`config.mk`:
```
export PLATFORM = sky130hd
export DESIGN_NAME = updown_arbiter
export DESIGN_NICKNAME = d
export VERILOG_FILES = /design/src/rtl/updown_arb_pkg.sv /design/src/rtl/updown_arbiter_rr_picker.sv /design/src/rtl/updown_arbiter.sv
export SDC_FILE = /design/constraint.sdc
export NUM_CORES = 1
export LEC_CHECK = 0
export BUFFER_PORTS_ARGS = -buffer_cell sky130_fd_sc_hd__buf_4
export CORE_ASPECT_RATIO = 1.75
export CORE_UTILIZATION = 35
export DETAILED_ROUTE_END_ITERATION = 8
export GPL_TIMING_DRIVEN = 0
export SLEW_MARGIN = 25
export SYNTH_ARGS = -nofsm -noshare
export SYNTH_HDL_FRONTEND = slang
export SYNTH_SLANG_ARGS = --single-unit
```
`constraint.sdc`:
```
create_clock -name clk -period 2.5 [get_ports clk]
set_clock_uncertainty 0.05 [all_clocks]
set_input_delay 0.75 -clock clk [delete_from_list [all_inputs] [get_ports clk]]
set_output_delay 0.75 -clock clk [all_outputs]
set_load 0.01 [all_outputs]
```
`src/rtl/updown_arb_pkg.sv`:
```
// Shared types and constants for the round-robin up/down counter arbiter.
package updown_arb_pkg;

   // Arbiter FSM states.
   typedef enum logic [1:0] {
      IDLE   = 2'b00,
      GRANT  = 2'b01,
      UPDATE = 2'b10
   } state_t;

   localparam int DEF_N_REQ = 4;
   localparam int DEF_WIDTH = 8;

   // Pointer width covers the largest supported requester count (8).
   localparam int PTR_W = 3;

   // Convert a one-hot vector (up to 8 bits) to its bit index.
   function automatic logic [PTR_W-1:0] onehot_to_idx(input logic [7:0] onehot);
      logic [PTR_W-1:0] idx;
      idx = 3'b000;
      for (int i = 0; i < 8; i++) begin
         idx = idx | (onehot[i] ? 3'(i) : 3'b000);
      end
      return idx;
   endfunction

endpackage

```
`src/rtl/updown_arbiter_rr_picker.sv`:
```
// Combinational round-robin picker: first eligible request at or above ptr,
// wrapping around. Eligible means requested and not masked.
module rr_picker
   import updown_arb_pkg::*;
#(
   parameter int N_REQ = DEF_N_REQ
) (
   input  logic [N_REQ-1:0] req,
   input  logic [PTR_W-1:0] ptr,
   input  logic [N_REQ-1:0] mask,
   output logic [N_REQ-1:0] winner,
   output logic             valid
);

   logic [N_REQ-1:0]   eligible_s;
   logic [2*N_REQ-1:0] rot_dbl_s;
   logic [N_REQ-1:0]   rot_pick_s;
   logic [2*N_REQ-1:0] unrot_dbl_s;
   logic               found_s;

   // Rotate so the pointer position lands on bit 0.
   assign eligible_s = req & ~mask;
   assign rot_dbl_s  = {eligible_s, eligible_s} >> ptr;

   // Keep only the lowest set bit of the rotated vector.
   always_comb begin
      found_s    = 1'b0;
      rot_pick_s = {N_REQ{1'b0}};
      for (int i = 0; i < N_REQ; i++) begin
         rot_pick_s[i] = rot_dbl_s[i] & ~found_s;
         found_s       = found_s | rot_dbl_s[i];
      end
   end

   // Rotate the single pick back into requester numbering.
   assign unrot_dbl_s = {rot_pick_s, rot_pick_s} << ptr;
   assign winner      = unrot_dbl_s[2*N_REQ-1:N_REQ];
   assign valid       = found_s;

endmodule

```
`src/rtl/updown_arbiter.sv`:
```
// Round-robin arbiter sharing one saturating up/down counter among N_REQ
// requesters. One grant at a time; each completed grant steps the count
// once and emits ack plus exactly one of inc/dec/sat.
module updown_arbiter
   import updown_arb_pkg::*;
#(
   parameter int          N_REQ   = DEF_N_REQ,
   parameter int          WIDTH   = DEF_WIDTH,
   parameter int unsigned MAX_VAL = 255,
   parameter int unsigned MIN_VAL = 0
) (
   input  logic             clk,
   input  logic             reset,
   input  logic [N_REQ-1:0] req,
   input  logic [N_REQ-1:0] dir,
   output logic [N_REQ-1:0] gnt,
   output logic             ack,
   output logic [WIDTH-1:0] count,
   output logic             inc,
   output logic             dec,
   output logic             sat
);

   localparam logic [WIDTH-1:0] MAX_C    = WIDTH'(MAX_VAL);
   localparam logic [WIDTH-1:0] MIN_C    = WIDTH'(MIN_VAL);
   localparam logic [WIDTH-1:0] STEP_ONE = {{(WIDTH-1){1'b0}}, 1'b1};
   localparam logic [N_REQ-1:0] NO_REQ   = {N_REQ{1'b0}};
   localparam logic [PTR_W-1:0] LAST_IDX = PTR_W'(N_REQ - 1);

   state_t           state_r, state_nx;
   logic [PTR_W-1:0] ptr_r, ptr_nx;
   logic [N_REQ-1:0] gnt_r, gnt_nx;
   logic [WIDTH-1:0] count_r, count_nx;
   logic             ack_r, ack_nx;
   logic             inc_r, inc_nx;
   logic             dec_r, dec_nx;
   logic             sat_r, sat_nx;

   logic [N_REQ-1:0] pick_mask_s;
   logic [N_REQ-1:0] pick_win_s;
   logic             pick_valid_s;
   logic             win_held_s;
   logic             win_up_s;
   logic [PTR_W-1:0] win_idx_s;

   // The holder that just finished is excluded from the follow-on search.
   assign pick_mask_s = (state_r == UPDATE) ? gnt_r : NO_REQ;

   rr_picker #(
      .N_REQ (N_REQ)
   ) u_picker (
      .req    (req),
      .ptr    (ptr_r),
      .mask   (pick_mask_s),
      .winner (pick_win_s),
      .valid  (pick_valid_s)
   );

   assign win_held_s = |(req & gnt_r);
   assign win_up_s   = |(dir & gnt_r);
   assign win_idx_s  = onehot_to_idx(8'(gnt_r));

   // Next-state, next-grant, count step and pulse decisions.
   always_comb begin
      state_nx = state_r;
      ptr_nx   = ptr_r;
      gnt_nx   = gnt_r;
      count_nx = count_r;
      ack_nx   = 1'b0;
      inc_nx   = 1'b0;
      dec_nx   = 1'b0;
      sat_nx   = 1'b0;
      case (state_r)
         IDLE: begin
            if (pick_valid_s) begin
               state_nx = GRANT;
               gnt_nx   = pick_win_s;
            end else begin
               state_nx = IDLE;
               gnt_nx   = NO_REQ;
            end
         end
         GRANT: begin
            if (win_held_s) begin
               state_nx = UPDATE;
               ack_nx   = 1'b1;
               ptr_nx   = (win_idx_s == LAST_IDX) ? {PTR_W{1'b0}} : (win_idx_s + 3'b001);
               if (win_up_s) begin
                  if (count_r < MAX_C) begin
                     count_nx = count_r + STEP_ONE;
                     inc_nx   = 1'b1;
                  end else begin
                     sat_nx   = 1'b1;
                  end
               end else begin
                  if (count_r > MIN_C) begin
                     count_nx = count_r - STEP_ONE;
                     dec_nx   = 1'b1;
                  end else begin
                     sat_nx   = 1'b1;
                  end
               end
            end else begin
               // Requester withdrew: abandon the grant, keep pointer and count.
               state_nx = IDLE;
               gnt_nx   = NO_REQ;
            end
         end
         UPDATE: begin
            if (pick_valid_s) begin
               state_nx = GRANT;
               gnt_nx   = pick_win_s;
            end else begin
               state_nx = IDLE;
               gnt_nx   = NO_REQ;
            end
         end
         default: begin
            state_nx = IDLE;
            gnt_nx   = NO_REQ;
         end
      endcase
   end

   // State, pointer, grant, count and pulse registers.
   always_ff @(posedge clk or posedge reset) begin
      if (reset) begin
         state_r <= IDLE;
         ptr_r   <= {PTR_W{1'b0}};
         gnt_r   <= NO_REQ;
         count_r <= MIN_C;
         ack_r   <= 1'b0;
         inc_r   <= 1'b0;
         dec_r   <= 1'b0;
         sat_r   <= 1'b0;
      end else begin
         state_r <= state_nx;
         ptr_r   <= ptr_nx;
         gnt_r   <= gnt_nx;
         count_r <= count_nx;
         ack_r   <= ack_nx;
         inc_r   <= inc_nx;
         dec_r   <= dec_nx;
         sat_r   <= sat_nx;
      end
   end

   assign gnt   = gnt_r;
   assign ack   = ack_r;
   assign count = count_r;
   assign inc   = inc_r;
   assign dec   = dec_r;
   assign sat   = sat_r;

endmodule

```
==> impl_metrics.py <==
metrics = {
    "timing": {
        "setup_viol": 0,
        "worstMarginPinSlew_ns": 0.7570,
        "setup_slack_ns": 0.1043,
        "maxSlewViolCount": 0,
        "maxSlewHeadroom": 0.4948,
        "fmax_mhz": 417.4,
        "rsz0062_at_grt": "no",
        "hold_viol": 0,
        "min_period_over_period": 0.9583,
        "fin_crit_ns": 2.396,
    },
    "worst_setup_path": {
        "worst_ep_arrival_time_ns": 2.49,
        "end_kind": "flop",
        "crit_type": "primary input to flop",
        "slowest_delay_ns": 0.42,
        "path_delay_family": "simple AND/OR/NAND/NOR gates",
        "slowest_stage": "fa_1",
        "r2r_start": "gnt[1]",
        "crit_chain": "buf_4, a22oi_1, nand2_2, fa_1, nand2b_1, a21oi_2, or4_1, nand3_1, mux2_4",
        "crit_start": "dir[0]",
        "rrSetupSlack_ns": 0.15,
        "startpoint_type": "primary input",
        "required_ns": 2.59,
        "crit_fanout": 4,
        "critical_path_buf_inv_count": 1,
    },
    "clock_network": {
        "clk_pin_slew_ns": 0.07,
        "cts_tree": "built",
        "clock_path_buffers": 2,
        "cts_made_buffers": 3,
        "clock-sinks": 20,
        "cts_root_buffer": "clkbuf_8",
        "h-tree-depth": 1,
        "insertion_delay_ns": 0.26,
        "cts_hold_buf": 0,
    },
    "layout": {
        "multi_input_area_sq_um": 774.5,
        "utilization": 0.4662,
        "area_growth_pct": 27.31,
        "seqCellArea_sq_um": 500.5,
        "drive_gt1_frac": 0.3041,
        "diodes": 0,
        "layout.nets": 189,
        "instances_no_fill": 217,
        "fin_area_sq_um": 1692,
        "fill_cells": 371,
    },
    "placed_design": {
        "post-place-ws_ns": -0.3930,
        "numPortBuffers": 25,
        "gp_congestion": 0.9182,
        "placed_cell_area_sq_um": 1574,
        "dp_cells": 210,
        "dp.final_hpwl_microns": 2592,
    },
    "yosys": {
        "synth_top_area_cell": "dfrtp_1",
        "synth_top_flop_cell": "dfrtp_1",
        "synth-seq-cells": 20,
        "syn_inst": 139,
        "ys_async_sr_fraction": 1.000,
        "synth_nets": 156,
        "synth_area_leaders": "dfrtp_1 38%, ha_1 5.6%, inv_1 4.5%, mux2_4 4.5%, xnor2_1 4.0%",
        "netlist_area_sq_um": 1329,
        "synth_most_common_cell": "dfrtp_1",
        "synth_commonest_cells": "20 x dfrtp_1, 16 x inv_1, 10 x nand2_1",
        "ys_warn_count": 0,
        "yosysUniqueCellTypes": 41,
        "synth_sequential_area_ratio": 0.3766,
        "yosys.area.top_type_share": 0.3766,
        "syn_avg_cell_area_sq_um": 9.560,
        "synth_edf_count": 0,
    },
    "global_routing": {
        "track_usage": 0.1710,
        "grt_overflow_total": 0,
        "grt_max_degree": 21,
        "grt_pass1_wl_microns": 5299,
        "antenna_found_initial": 0,
        "grt_pass1_vias": 1208,
    },
    "route": {
        "routed-via-count": 1185,
        "wire_per_inst_microns": 15.28,
        "drc": 0,
        "wl_met3_microns": 79,
        "drt_iter0_drc": 47,
        "drt_pass1_iterations": 4,
        "viasPerCell": 5.461,
        "final_antenna_net_count": 0,
        "drt_wl_total_microns": 3316,
        "wl_met1_microns": 1273,
        "routed.top_layer": "met4",
        "wl_met2_microns": 1863,
    },
    "pwr": {
        "vdd_drop_max_mv": 0.9398,
        "power_leakage_uw": 0.0007718,
        "power_density_nw_per_um2": 1469,
        "fin_total_pwr_uw": 2486,
    },
    "worst_hold_path": {
        "hold_start": "count[7]",
        "min_path_type": "flop to flop",
    },
    "floorplanning": {
        "die_height_microns": 83.51,
        "coreArea_sq_um": 3628,
        "fp-row-count": 29,
        "die-width_microns": 48.58,
        "pin_count": 26,
        "die-area_sq_um": 4057,
        "start_util": 0.3662,
    },
    "status": {
        "status": "complete, no violations",
    },
    "job": {
        "cap_violations": 0,
    },
}
==> layout by cell type, fill, tap and decap left out, types with 2 or more instances in the layout <==
cell      instances
o21ai_0           7
nor2_1            7
dfrtp_1          20
nor3_1            3
o211ai_1          3
inv_1            15
nand4_1           3
nand3_1           2
buf_4            28
nand3b_1          2
buf_2             2
a21oi_2           4
clkbuf_8          3
a22oi_1           2
a22oi_2           2
xnor2_1           6
mux2i_1           3
ha_1              5
or4_1             3
mux2_4            4
a21oi_1           6
o221a_2           2
o31ai_1           3
a31oi_1           2
nand2_1           9
nand2b_1          3
==> where the power goes <==
| group | internal (uW) | switching (uW) | total [uW] |
|---|---|---|---|
| logic | 740 | 796 | 1540 |
| registers | 454 | 173 | 627 |
| clock network | 214 | 109 | 322 |
| total | 1410 | 1080 | 2490 |
==> stage by stage <==
step / hold slack, ns / TNS, ns
2_1_floorplan: 0.4370 / 0
3_3_place_gp: 0.4715 / -0.7016
3_5_place_dp: 0.4797 / -1.236
4_1_cts: 0.4903 / 0
5_1_grt: 0.5007 / 0
6_report: 0.4886 / 0
==> registers in the layout (all words and copies together) (netlist names) <==
signal,count
ack,1
dec,1
state_r,2
ptr_r,2
gnt,4
sat,1
count,8
inc,1
==> final timing paths <==
path                            depth (start not counted)  endpoint
min in group asynchronous                               2  count[1]
worst max register to register                          9  count[6]
worst max-delay path                                    9  count[6]
worst min-delay path                                    1  count[7]
max in group asynchronous                               2    gnt[2]
worst min register to register                          1  count[7]
==> cell type report <==
cell class	instances	share of cell area
Inverter	16	0.03698
Multi-Input combinational cell	100	0.4578
Clock buffer	3	0.02441
Buffer	3	0.008876
Tap cell	46	0.03402
Timing Repair Buffer	28	0.1243
Sequential cell	20	0.2959
Clock inverter	1	0.01775
==> what timing repair did <==
item / in CTS / in global routing
setup buffers: 0 / 3
resized for setup: 3 / 6
pin swaps: 0 / 3
endpoints found under the setup margin: 2 / 2
==> cell families after synthesis <==
kind of cell               after synthesis  share of synthesized area
AOI/OAI and AO/OA                       41                     0.2241
and+or+nand+nor                         39                     0.1639
DFF                                     20                     0.3766
buffers and inverters                   19                    0.05650
muxes                                    7                    0.06780
adders and majority gates                7                    0.07156
xor gates and xnor gates                 6                    0.03955
==> layer usage <==
layer / global-route usage / vias up
met4: 0.09091 / 0
li1: - / 574
met1: 0.1647 / 567
met2: 0.3355 / 33
met3: 0.02368 / 11
met5: 0 / -
Power figures use the tool's default switching activity.
